File: src/rtl/nfu_fixed_pkg.sv
// Shared NFU fixed-point definitions: Q-format defaults, divider FSM
// encoding and sign-magnitude helpers (operate on words up to 32 bits).
package nfu_fixed_pkg;

   localparam int N_DEF = 16;
   localparam int Q_DEF = 10;

   typedef enum logic [1:0] {
      S_IDLE,
      S_DIV,
      S_DONE
   } qdiv_state_t;

   // Magnitude field of an n-bit sign-magnitude word.
   function automatic logic [31:0] mag_of(
      input logic [31:0] x,
      input int          n
   );
      return x & ((32'd1 << (n - 1)) - 32'd1);
   endfunction

   // Largest magnitude representable in an n-bit word.
   function automatic logic [31:0] max_mag(input int n);
      return (32'd1 << (n - 1)) - 32'd1;
   endfunction

   // Sign bit to emit; a zero magnitude is always positive.
   function automatic logic sign_nz(
      input logic        s,
      input logic [31:0] mag
   );
      return s & (|mag);
   endfunction

endpackage

File: src/rtl/qdiv_seq_if.sv
// Operand/result handshake bundle for qdiv_seq.
// master: producer+consumer side, slave: divider side.
interface qdiv_seq_if
   import nfu_fixed_pkg::*;
#(
   parameter int N = N_DEF
);
   logic         in_valid;
   logic         in_ready;
   logic [N-1:0] a_in;
   logic [N-1:0] b_in;
   logic         out_valid;
   logic         out_ready;
   logic [N-1:0] y_out;
   logic         ovf;
   logic         div_zero;

   modport master (
      output in_valid, a_in, b_in, out_ready,
      input  in_ready, out_valid, y_out, ovf, div_zero
   );

   modport slave (
      input  in_valid, a_in, b_in, out_ready,
      output in_ready, out_valid, y_out, ovf, div_zero
   );
endinterface

File: src/rtl/qdiv_step.sv
// One restoring-division step. Ports: rem/d_bit/dvs in,
// rem_next/q_bit out. Requires rem < dvs on entry.
module qdiv_step #(
   parameter int N = 16
) (
   input  logic [N-1:0] rem,
   input  logic         d_bit,
   input  logic [N-2:0] dvs,
   output logic [N-1:0] rem_next,
   output logic         q_bit
);
   logic [N:0] cat;
   logic [N:0] diff;

   always_comb begin
      cat  = {rem, d_bit};
      diff = cat - {2'b00, dvs};
      // cat < 2*dvs, so the top bit of diff is a pure borrow flag
      q_bit    = ~diff[N];
      rem_next = q_bit ? diff[N-1:0] : cat[N-1:0];
   end
endmodule

File: src/rtl/qdiv_seq.sv
// Iterative sign-magnitude Q-format divider with valid/ready on both sides.
// Ports: clk, rst_n (async low), bus (qdiv_seq_if.slave).
module qdiv_seq
   import nfu_fixed_pkg::*;
#(
   parameter int N = N_DEF,
   parameter int Q = Q_DEF
) (
   input logic       clk,
   input logic       rst_n,
   qdiv_seq_if.slave bus
);
   localparam int ITER = N - 1 + Q;
   localparam int CW   = $clog2(ITER + 1);

   qdiv_state_t     state, nstate;
   logic [1:0]      rst_q;
   logic            rst_i;
   logic            sign_r;
   logic [ITER-1:0] dvd_r;
   logic [ITER-1:0] quo_r;
   logic [N-2:0]    dvs_r;
   logic [N-1:0]    rem_r;
   logic [CW-1:0]   cnt_r;
   logic [N-1:0]    y_r;
   logic            ovf_r;
   logic            dz_r;

   logic [N-2:0]    a_mag, b_mag, sat, mag_res;
   logic [N-1:0]    rem_next;
   logic            q_bit, last, accept, q_ovf;
   logic [ITER-1:0] q_full;
   logic            in_rdy, out_vld;

   // assert immediately, release two clocks later
   always_ff @(posedge clk or negedge rst_n) begin
      if (!rst_n) rst_q <= 2'b00;
      else        rst_q <= {rst_q[0], 1'b1};
   end
   assign rst_i = rst_q[1];

   qdiv_step #(.N(N)) u_step (
      .rem      (rem_r),
      .d_bit    (dvd_r[ITER-1]),
      .dvs      (dvs_r),
      .rem_next (rem_next),
      .q_bit    (q_bit)
   );

   always_comb begin
      a_mag   = (N-1)'(mag_of(32'(bus.a_in), N));
      b_mag   = (N-1)'(mag_of(32'(bus.b_in), N));
      sat     = (N-1)'(max_mag(N));
      last    = (cnt_r == CW'(ITER - 1));
      accept  = bus.in_valid & in_rdy;
      q_full  = (quo_r << 1) | ITER'(q_bit);
      q_ovf   = ((q_full >> (N - 1)) != '0);
      mag_res = q_ovf ? sat : q_full[N-2:0];
   end

   always_ff @(posedge clk or negedge rst_i) begin
      if (!rst_i) state <= S_IDLE;
      else        state <= nstate;
   end

   always_comb begin
      nstate  = state;
      in_rdy  = 1'b0;
      out_vld = 1'b0;
      case (state)
         S_IDLE: begin
            in_rdy = 1'b1;
            if (bus.in_valid)
               nstate = (b_mag == '0) ? S_DONE : S_DIV;
         end
         S_DIV: begin
            if (last) nstate = S_DONE;
         end
         S_DONE: begin
            out_vld = 1'b1;
            if (bus.out_ready) nstate = S_IDLE;
         end
         default: nstate = S_IDLE;
      endcase
   end

   always_ff @(posedge clk or negedge rst_i) begin
      if (!rst_i) begin
         sign_r <= 1'b0;
         dvd_r  <= '0;
         quo_r  <= '0;
         dvs_r  <= '0;
         rem_r  <= '0;
         cnt_r  <= '0;
         y_r    <= '0;
         ovf_r  <= 1'b0;
         dz_r   <= 1'b0;
      end else begin
         case (state)
            S_IDLE: begin
               if (accept) begin
                  sign_r <= bus.a_in[N-1] ^ bus.b_in[N-1];
                  dvd_r  <= ITER'(a_mag) << Q;
                  dvs_r  <= b_mag;
                  rem_r  <= '0;
                  quo_r  <= '0;
                  cnt_r  <= '0;
                  ovf_r  <= 1'b0;
                  dz_r   <= (b_mag == '0);
                  if (b_mag == '0) y_r <= {1'b0, sat};
               end
            end
            S_DIV: begin
               rem_r <= rem_next;
               dvd_r <= dvd_r << 1;
               quo_r <= q_full;
               cnt_r <= cnt_r + 1'b1;
               if (last) begin
                  y_r   <= {sign_nz(sign_r, 32'(mag_res)), mag_res};
                  ovf_r <= q_ovf;
               end
            end
            default: ;
         endcase
      end
   end

   assign bus.in_ready  = in_rdy;
   assign bus.out_valid = out_vld;
   assign bus.y_out     = y_r;
   assign bus.ovf       = ovf_r;
   assign bus.div_zero  = dz_r;
endmodule

File: src/flat_wrapper.sv
// flat-port wrapper written by rule: the top's interface ports become plain ports
module qdiv_seq_flat import nfu_fixed_pkg::*;
#(
   parameter int N = N_DEF,
   parameter int Q = Q_DEF
)
  (clk, rst_n, bus_in_valid, bus_a_in, bus_b_in, bus_out_ready, bus_in_ready, bus_out_valid, bus_y_out, bus_ovf, bus_div_zero);
  qdiv_seq_if #(.N(N)) bus_i ();
  input logic clk;
  input logic rst_n;
  input wire logic [$bits(bus_i.in_valid)-1:0] bus_in_valid;
  input wire logic [$bits(bus_i.a_in)-1:0] bus_a_in;
  input wire logic [$bits(bus_i.b_in)-1:0] bus_b_in;
  input wire logic [$bits(bus_i.out_ready)-1:0] bus_out_ready;
  output wire logic [$bits(bus_i.in_ready)-1:0] bus_in_ready;
  output wire logic [$bits(bus_i.out_valid)-1:0] bus_out_valid;
  output wire logic [$bits(bus_i.y_out)-1:0] bus_y_out;
  output wire logic [$bits(bus_i.ovf)-1:0] bus_ovf;
  output wire logic [$bits(bus_i.div_zero)-1:0] bus_div_zero;
  assign bus_i.in_valid = bus_in_valid;
  assign bus_i.a_in = bus_a_in;
  assign bus_i.b_in = bus_b_in;
  assign bus_i.out_ready = bus_out_ready;
  assign bus_in_ready = bus_i.in_ready;
  assign bus_out_valid = bus_i.out_valid;
  assign bus_y_out = bus_i.y_out;
  assign bus_ovf = bus_i.ovf;
  assign bus_div_zero = bus_i.div_zero;
  qdiv_seq #(.N(N), .Q(Q)) u_core (.clk(clk), .rst_n(rst_n), .bus(bus_i));
endmodule
File: config.mk
export PLATFORM = sky130hd
export DESIGN_NAME = qdiv_seq_flat
export DESIGN_NICKNAME = d
export VERILOG_FILES = /design/src/rtl/nfu_fixed_pkg.sv /design/src/rtl/qdiv_seq_if.sv /design/src/rtl/qdiv_step.sv /design/src/rtl/qdiv_seq.sv /design/src/flat_wrapper.sv
export SDC_FILE = /design/constraint.sdc
export NUM_CORES = 1
export LEC_CHECK = 0
export CAP_MARGIN = 20
export CORE_MARGIN = 2
export CORE_UTILIZATION = 50
export DETAILED_ROUTE_END_ITERATION = 10
export PLACE_DENSITY = 0.74
export SYNTH_ARGS = -nofsm -noshare
export SYNTH_HDL_FRONTEND = slang
export SYNTH_SLANG_ARGS = --single-unit
export TNS_END_PERCENT = 30
File: constraint.sdc
create_clock -name clk -period 3.3 [get_ports clk]
set_input_delay 0.66 -clock clk [delete_from_list [all_inputs] [get_ports clk]]
set_output_delay 0.66 -clock clk [all_outputs]
set_load 0.01 [all_outputs]
Word level (Yosys, flattened, before mapping):

Index checks and enable logic that the tools add are counted.

* add/sub/neg operators: 2
* $mul: 0
* div/mod/pow operators: 0
* order comparisons: 0
* equal/unequal tests: 8
* shift-type cells: 0
* multiplexer cells: 24
* bitwise logic cells: 5
* reduce and logical (&&, ||, !) cells: 10

Operators with widths (count)
* $mux 16: 5
* $pmux 16 s2: 2
* $pmux 25 s2: 1
* $pmux 24 s2: 1
* $mux 25: 1
* $or 25x1->25: 1
* $reduce_bool 25->1: 1
* $mux 24: 1
* $sub 17x15->17: 1
* $logic_not 15->1: 1
* $mux 15: 1
* $reduce_or 15->1: 1
* $pmux 5 s2: 1
* $mux 2: 4
* $ne 2x1->1 const B: 3
* $pmux 2 s3: 1
* $reduce_and 3->1: 2
* $add 5x1->5 const B: 1
* $eq 5x5->1 const B: 1
* $mux 5: 1
* $mux 1: 4
* $ne 2x2->1 const B: 2
* $reduce_and 2->1: 2
* $reduce_and 4->1: 1
* other kinds (8): 9

* flip-flop bits (word level): 108
* bits in latches: 0
* RAM bits: 0
* memory bits (read-only): 0
* input bits: 36
* memories kept: 0

Longest topological paths before layout:

* depth in word-level cells: 9
* gate-level depth with buffers: 11

Hierarchy:

From an unflattened synthesis, not the netlist that was laid out.

* cells, all modules: 473
* area, all modules: 4888.4 um^2

Modules (own cells, without submodules)
* qdiv_seq: times used 1, cells an instance 327, area each 3905.0 um^2, seq. area each 2452.4 um^2
* qdiv_step: times used 1, cells an instance 146, area each 983.4 um^2, seq. area each 0.0 um^2

Worst setup path after synthesis:

OpenSTA, ideal clock, no wires.

* path kind: flip-flop to flip-flop
* from: register u_core.rem_r[10]
* to: register u_core.rem_r[2]
* library setup time: 0.126 ns
* arrival time: 2.151 ns
* required time: 3.174 ns
* slack: 1.023 ns
* cell stages (with the launch flop): 10
* buffers on the path: 2
* clock period less this slack: 2.277 ns
* path through: dfrtp_1 > ha_1 > buf_6 > a21oi_4 > o21a_1 > o211ai_1 > or3_4 > and2_4 > buf_6 > a221o_1

* cells in the longest elaborated chain, start to end: 3

Ends and longest elaborated chain
* start, declared: RTL line qdiv_seq.sv:23 `logic [N-1:0] rem_r;`
* start signal, assigned: RTL line qdiv_seq.sv:114 `rem_r <= rem_next;`
* $sub 17x15->17: RTL line qdiv_step.sv:17 `diff = cat - {2'b00, dvs};`
* $mux 16: RTL line qdiv_step.sv:20 `rem_next = q_bit ? diff[N-1:0] : cat[N-1:0];`
* $pmux 16 s2: RTL line qdiv_seq.sv:99 `case (state)`

No other way between the ends.
A chain may end at the register's enable or synchronous reset.

Final worst setup path:

* from: register u_core.dvd_r[24]
* to: register u_core.y_r[15], in the netlist u_core.bus.y_out[15]

* cells in the longest elaborated chain, start to end: 8

Ends and longest elaborated chain
* start, declared: RTL line qdiv_seq.sv:20 `logic [ITER-1:0] dvd_r;`
* start signal, assigned: RTL line qdiv_seq.sv:103 `dvd_r <= ITER'(a_mag) << Q;`
* start signal, assigned: RTL line qdiv_seq.sv:115 `dvd_r <= dvd_r << 1;`
* $sub 17x15->17: RTL line qdiv_step.sv:17
* $not 1->1: RTL line qdiv_step.sv:19 `q_bit = ~diff[N];`
* $or 25x1->25: RTL line qdiv_seq.sv:56 `q_full = (quo_r << 1) | ITER'(q_bit);`
* $mux 15: RTL line qdiv_seq.sv:58 `mag_res = q_ovf ? sat : q_full[N-2:0];`
* $reduce_or 15->1: RTL line nfu_fixed_pkg.sv:32 `return s & (|mag);`
* $and 1x1->1: RTL line nfu_fixed_pkg.sv:32
* $mux 16: RTL line qdiv_seq.sv:118 `if (last) begin`
* $pmux 16 s2: RTL line qdiv_seq.sv:99
* end signal, assigned: RTL line qdiv_seq.sv:110 `if (b_mag == '0) y_r <= {1'b0, sat};`
* end signal, assigned: RTL line qdiv_seq.sv:119 `y_r <= {sign_nz(sign_r, 32'(mag_res)), mag_res};`
* end, declared: RTL line qdiv_seq.sv:25 `logic [N-1:0] y_r;`

No other way between the ends. The select of a mux whose other input is x is not followed.

==> out/metrics.cfg <==
[outcome]
run_status=complete, no violations

[yosys]
yosys_most_used_dff=sky130_fd_sc_hd__dfrtp_1
ys_seq_area_share_pct=49.1
synth_nets=548
syn_area_per_cell_um2=10.1
mappedNetlistArea_um2=4990
synth_edf_count=0
yosysWarningCount=0
ys_types=60
post_synth_inst_count=494
ff_latch_count_synth=98
ys_async_sr_fraction_pct=100

[cells_and_area]
finalNetCount=591
final_cell_count_no_fill=675
filler_cell_count=847
syn_to_final_growth_pct=17.5
post_route_cells_drive_above_1_share_pct=6.83
mostFrequentLayoutCell=sky130_fd_sc_hd__dfrtp_1
most-common-layout-cells=sky130_fd_sc_hd__dfrtp_1 (97), sky130_fd_sc_hd__nand2_1 (76), sky130_fd_sc_hd__clkdlybuf4s50_1 (55), sky130_fd_sc_hd__o21ai_0 (42), sky130_fd_sc_hd__a22o_1 (26)
stdcell_area_um2=5870
insertedDiodeCount=0

[power]
areal_power_density_over_the_cells_nw_per_um2=1020
vdd_ir_drop_max_mv=0.518
leakagePower_nw=2.51

[placed_design]
dp.cells=659
place.detailed.hpwl_um=7790
port-buffer-count=55
gp_congestion=0.872
dpl-instance-area_um2=5660

[routing]
via_count=3929
route.detailed.drc=0
drt-total-wl_um=11000
drt_iter0_markers=203
via_per_inst=5.82
drtPass1Iterations=4
wire_per_inst_um=16.3
drtAntennaViolNets=0

[worst_setup_path]
path_max_fanout=22
buffer_and_inverter_count_on_the_worst_path=1
critPathSlowestCell=sky130_fd_sc_hd__or3_4
r2r_setup_slack_ns=0.65
timing.critical_path.to=u_core.bus.y_out[15]
cp.required_ns=3.55
start_kind=flip-flop
path_cells=inv_1 -> ha_1 -> fa_1 -> nor2b_4 -> o31ai_4 -> a31oi_2 -> or3_4 -> a211o_1 -> a32o_1
worst_path_class_setup=reg -> reg
worst_path_dominant_cell_family=compound AO/OA/AOI/OAI gates
critical_path_cell_count=9
worst_r2r_path_depth=9
regToRegEndpoint=u_core.bus.y_out[15]
timing.critical_path.from=u_core.dvd_r[24]
worstPathArrival_ns=2.90
regToRegStartpoint=u_core.dvd_r[24]
cp_slowest_stage_delay_ns=0.49
timing.critical_path.to_type=flip-flop

[global_routing]
grt_util_all_layers_pct=21.1
overflow=0
grt_start_max_net_pins=65
grt_antenna_before_repair=0
global_route_wire_length_before_repair_um=18700
grt_pass1_vias=3806

[clock_tree]
postCtsHoldBufs=0
insertion_delay_ns=0.37
tritoncts=yes
clkTransAtPathRegs_ns=0.11
numCtsBuffers=9
cts-htree-levels=3
clock-sinks=98
cts_resized=0
postCtsSetupRepairBufs=0
ctsLongestPathBuffers=2
clock_tree.root_cell=sky130_fd_sc_hd__clkbuf_8

[timing]
hold_ws_ns=0.380
fin_crit_sh_pct=80.2
period_minus_slack_ns=2.65
unrepaired_setup_endpoints_after_global_routing=false
maxClockFrequency_mhz=378
timing.final.hold_violations=0
worst_pin_slew_ns=0.767
max-slew-margin-rel_pct=48.9
final.setup.tns_ns=0
final.setup_skew_ns=0.0179
final_max_slew_viol_count=0
finalSetupViolations=0

[floorplanning]
die-width_um=104
initial_utilization_pct=51.3
coreArea_um2=9730
std_cell_rows=36
io_pins=56
fp.dieArea_um2=10800
die-height_um=104

[min_path]
timing.hold.worst.class=reg -> reg

[run]
max-cap-violations=0

==> through the flow <==
stage | total power [mW] | worst slack [ns] | util, %
after CTS | 5.95 | 0.650 | 60.3
after global placement | 5.08 | 0.650 | 58.2
final | 5.95 | 0.654 | 60.3
after detailed placement | 5.18 | 0.654 | 58.2
after global routing | 6.44 | 0.501 | 60.3
after floorplan | 4.46 | 0.368 | -
==> per-layer routing <==
layer / track usage (%) / share of wire (%) / vias up
met5: 0 / 0 / -
met3: 4.01 / 4.4 / 12
met4: 5.31 / 1.1 / 0
li1: - / - / 1889
met1: 29.8 / 47 / 1941
met2: 33.9 / 48 / 87
==> report_power, final <==
| group | internal (mW) | total [mW] | switching (mW) |
|---|---|---|---|
| sequential | 1.60 | 1.91 | 0.303 |
| clock | 0.301 | 0.769 | 0.468 |
| combinational | 1.36 | 3.28 | 1.92 |
| total | 3.26 | 5.95 | 2.69 |
==> cell type report <==
| class | instances | area [µm²] | share of cell area (%) |
|---|---|---|---|
| clock buffer | 9 | 124 | 2.11 |
| tap | 133 | 166 | 2.84 |
| inverter | 21 | 78.8 | 1.34 |
| sequential | 98 | 2460 | 41.9 |
| clock inverter | 7 | 81.3 | 1.39 |
| timing repair buffer | 63 | 636 | 10.8 |
| multi-input combinational | 344 | 2320 | 39.6 |
==> registers in the layout, indices dropped and copies added, names as in the netlist <==
register and count:
u_core.bus.div_zero 1, u_core.quo_r 24, u_core.dvd_r 15, u_core.state 2
u_core.bus.ovf 1, u_core.rst_q 2, u_core.dvs_r 15, u_core.rem_r 16
u_core.bus.y_out 16, u_core.sign_r 1, u_core.cnt_r 5
==> cells in the mapped netlist, types with 4 or more instances <==
master,n,area [µm²]
sky130_fd_sc_hd__a21o_1,9,67.6
sky130_fd_sc_hd__a21oi_1,17,85.1
sky130_fd_sc_hd__a22o_1,26,228
sky130_fd_sc_hd__buf_1,4,15.0
sky130_fd_sc_hd__buf_6,4,45.0
sky130_fd_sc_hd__clkbuf_1,18,67.6
sky130_fd_sc_hd__dfrtp_1,98,2450
sky130_fd_sc_hd__ha_1,17,213
sky130_fd_sc_hd__inv_1,21,78.8
sky130_fd_sc_hd__mux2i_1,16,160
sky130_fd_sc_hd__nand2_1,76,285
sky130_fd_sc_hd__nand3_1,7,35.0
sky130_fd_sc_hd__nand4_1,9,56.3
sky130_fd_sc_hd__nor2_1,15,56.3
sky130_fd_sc_hd__nor2b_1,4,25.0
sky130_fd_sc_hd__nor3_1,4,20.0
sky130_fd_sc_hd__nor4_1,9,56.3
sky130_fd_sc_hd__o2111ai_1,5,43.8
sky130_fd_sc_hd__o211ai_1,12,90.1
sky130_fd_sc_hd__o21a_1,5,37.5
sky130_fd_sc_hd__o21ai_0,42,210
sky130_fd_sc_hd__o22a_1,15,131
sky130_fd_sc_hd__xor2_1,6,52.6
==> how the worst min path moves through the flow <==
stage	to	start	slack, ns	depth (start not counted)
after floorplan	u_core.rst_q[1]	u_core.rst_q[0]	0.33	0
after global placement	u_core.rst_q[1]	u_core.rst_q[0]	0.34	0
after detailed placement	u_core.rst_q[1]	u_core.rst_q[0]	0.35	0
after CTS	u_core.rst_q[1]	u_core.rst_q[0]	0.38	0
after global routing	u_core.rst_q[1]	u_core.rst_q[0]	0.39	0
final	u_core.rst_q[1]	u_core.rst_q[0]	0.38	0
==> kinds of logic (layout without fill, tap and decap cells) <==
| kind of cell | after synthesis | after routing | share of synthesized area (%) |
|---|---|---|---|
| compound gates | 155 | 155 | 22.7 |
| simple gates | 144 | 144 | 13.7 |
| flops | 98 | 98 | 49.1 |
| buf+inv | 52 | 100 | 4.74 |
| fa+ha+maj | 18 | 18 | 4.66 |
| mux | 17 | 17 | 3.43 |
| xor+xnor | 9 | 9 | 1.58 |
| other cells | 1 | 1 | 0.0751 |
(Power assumes the default switching activity.)
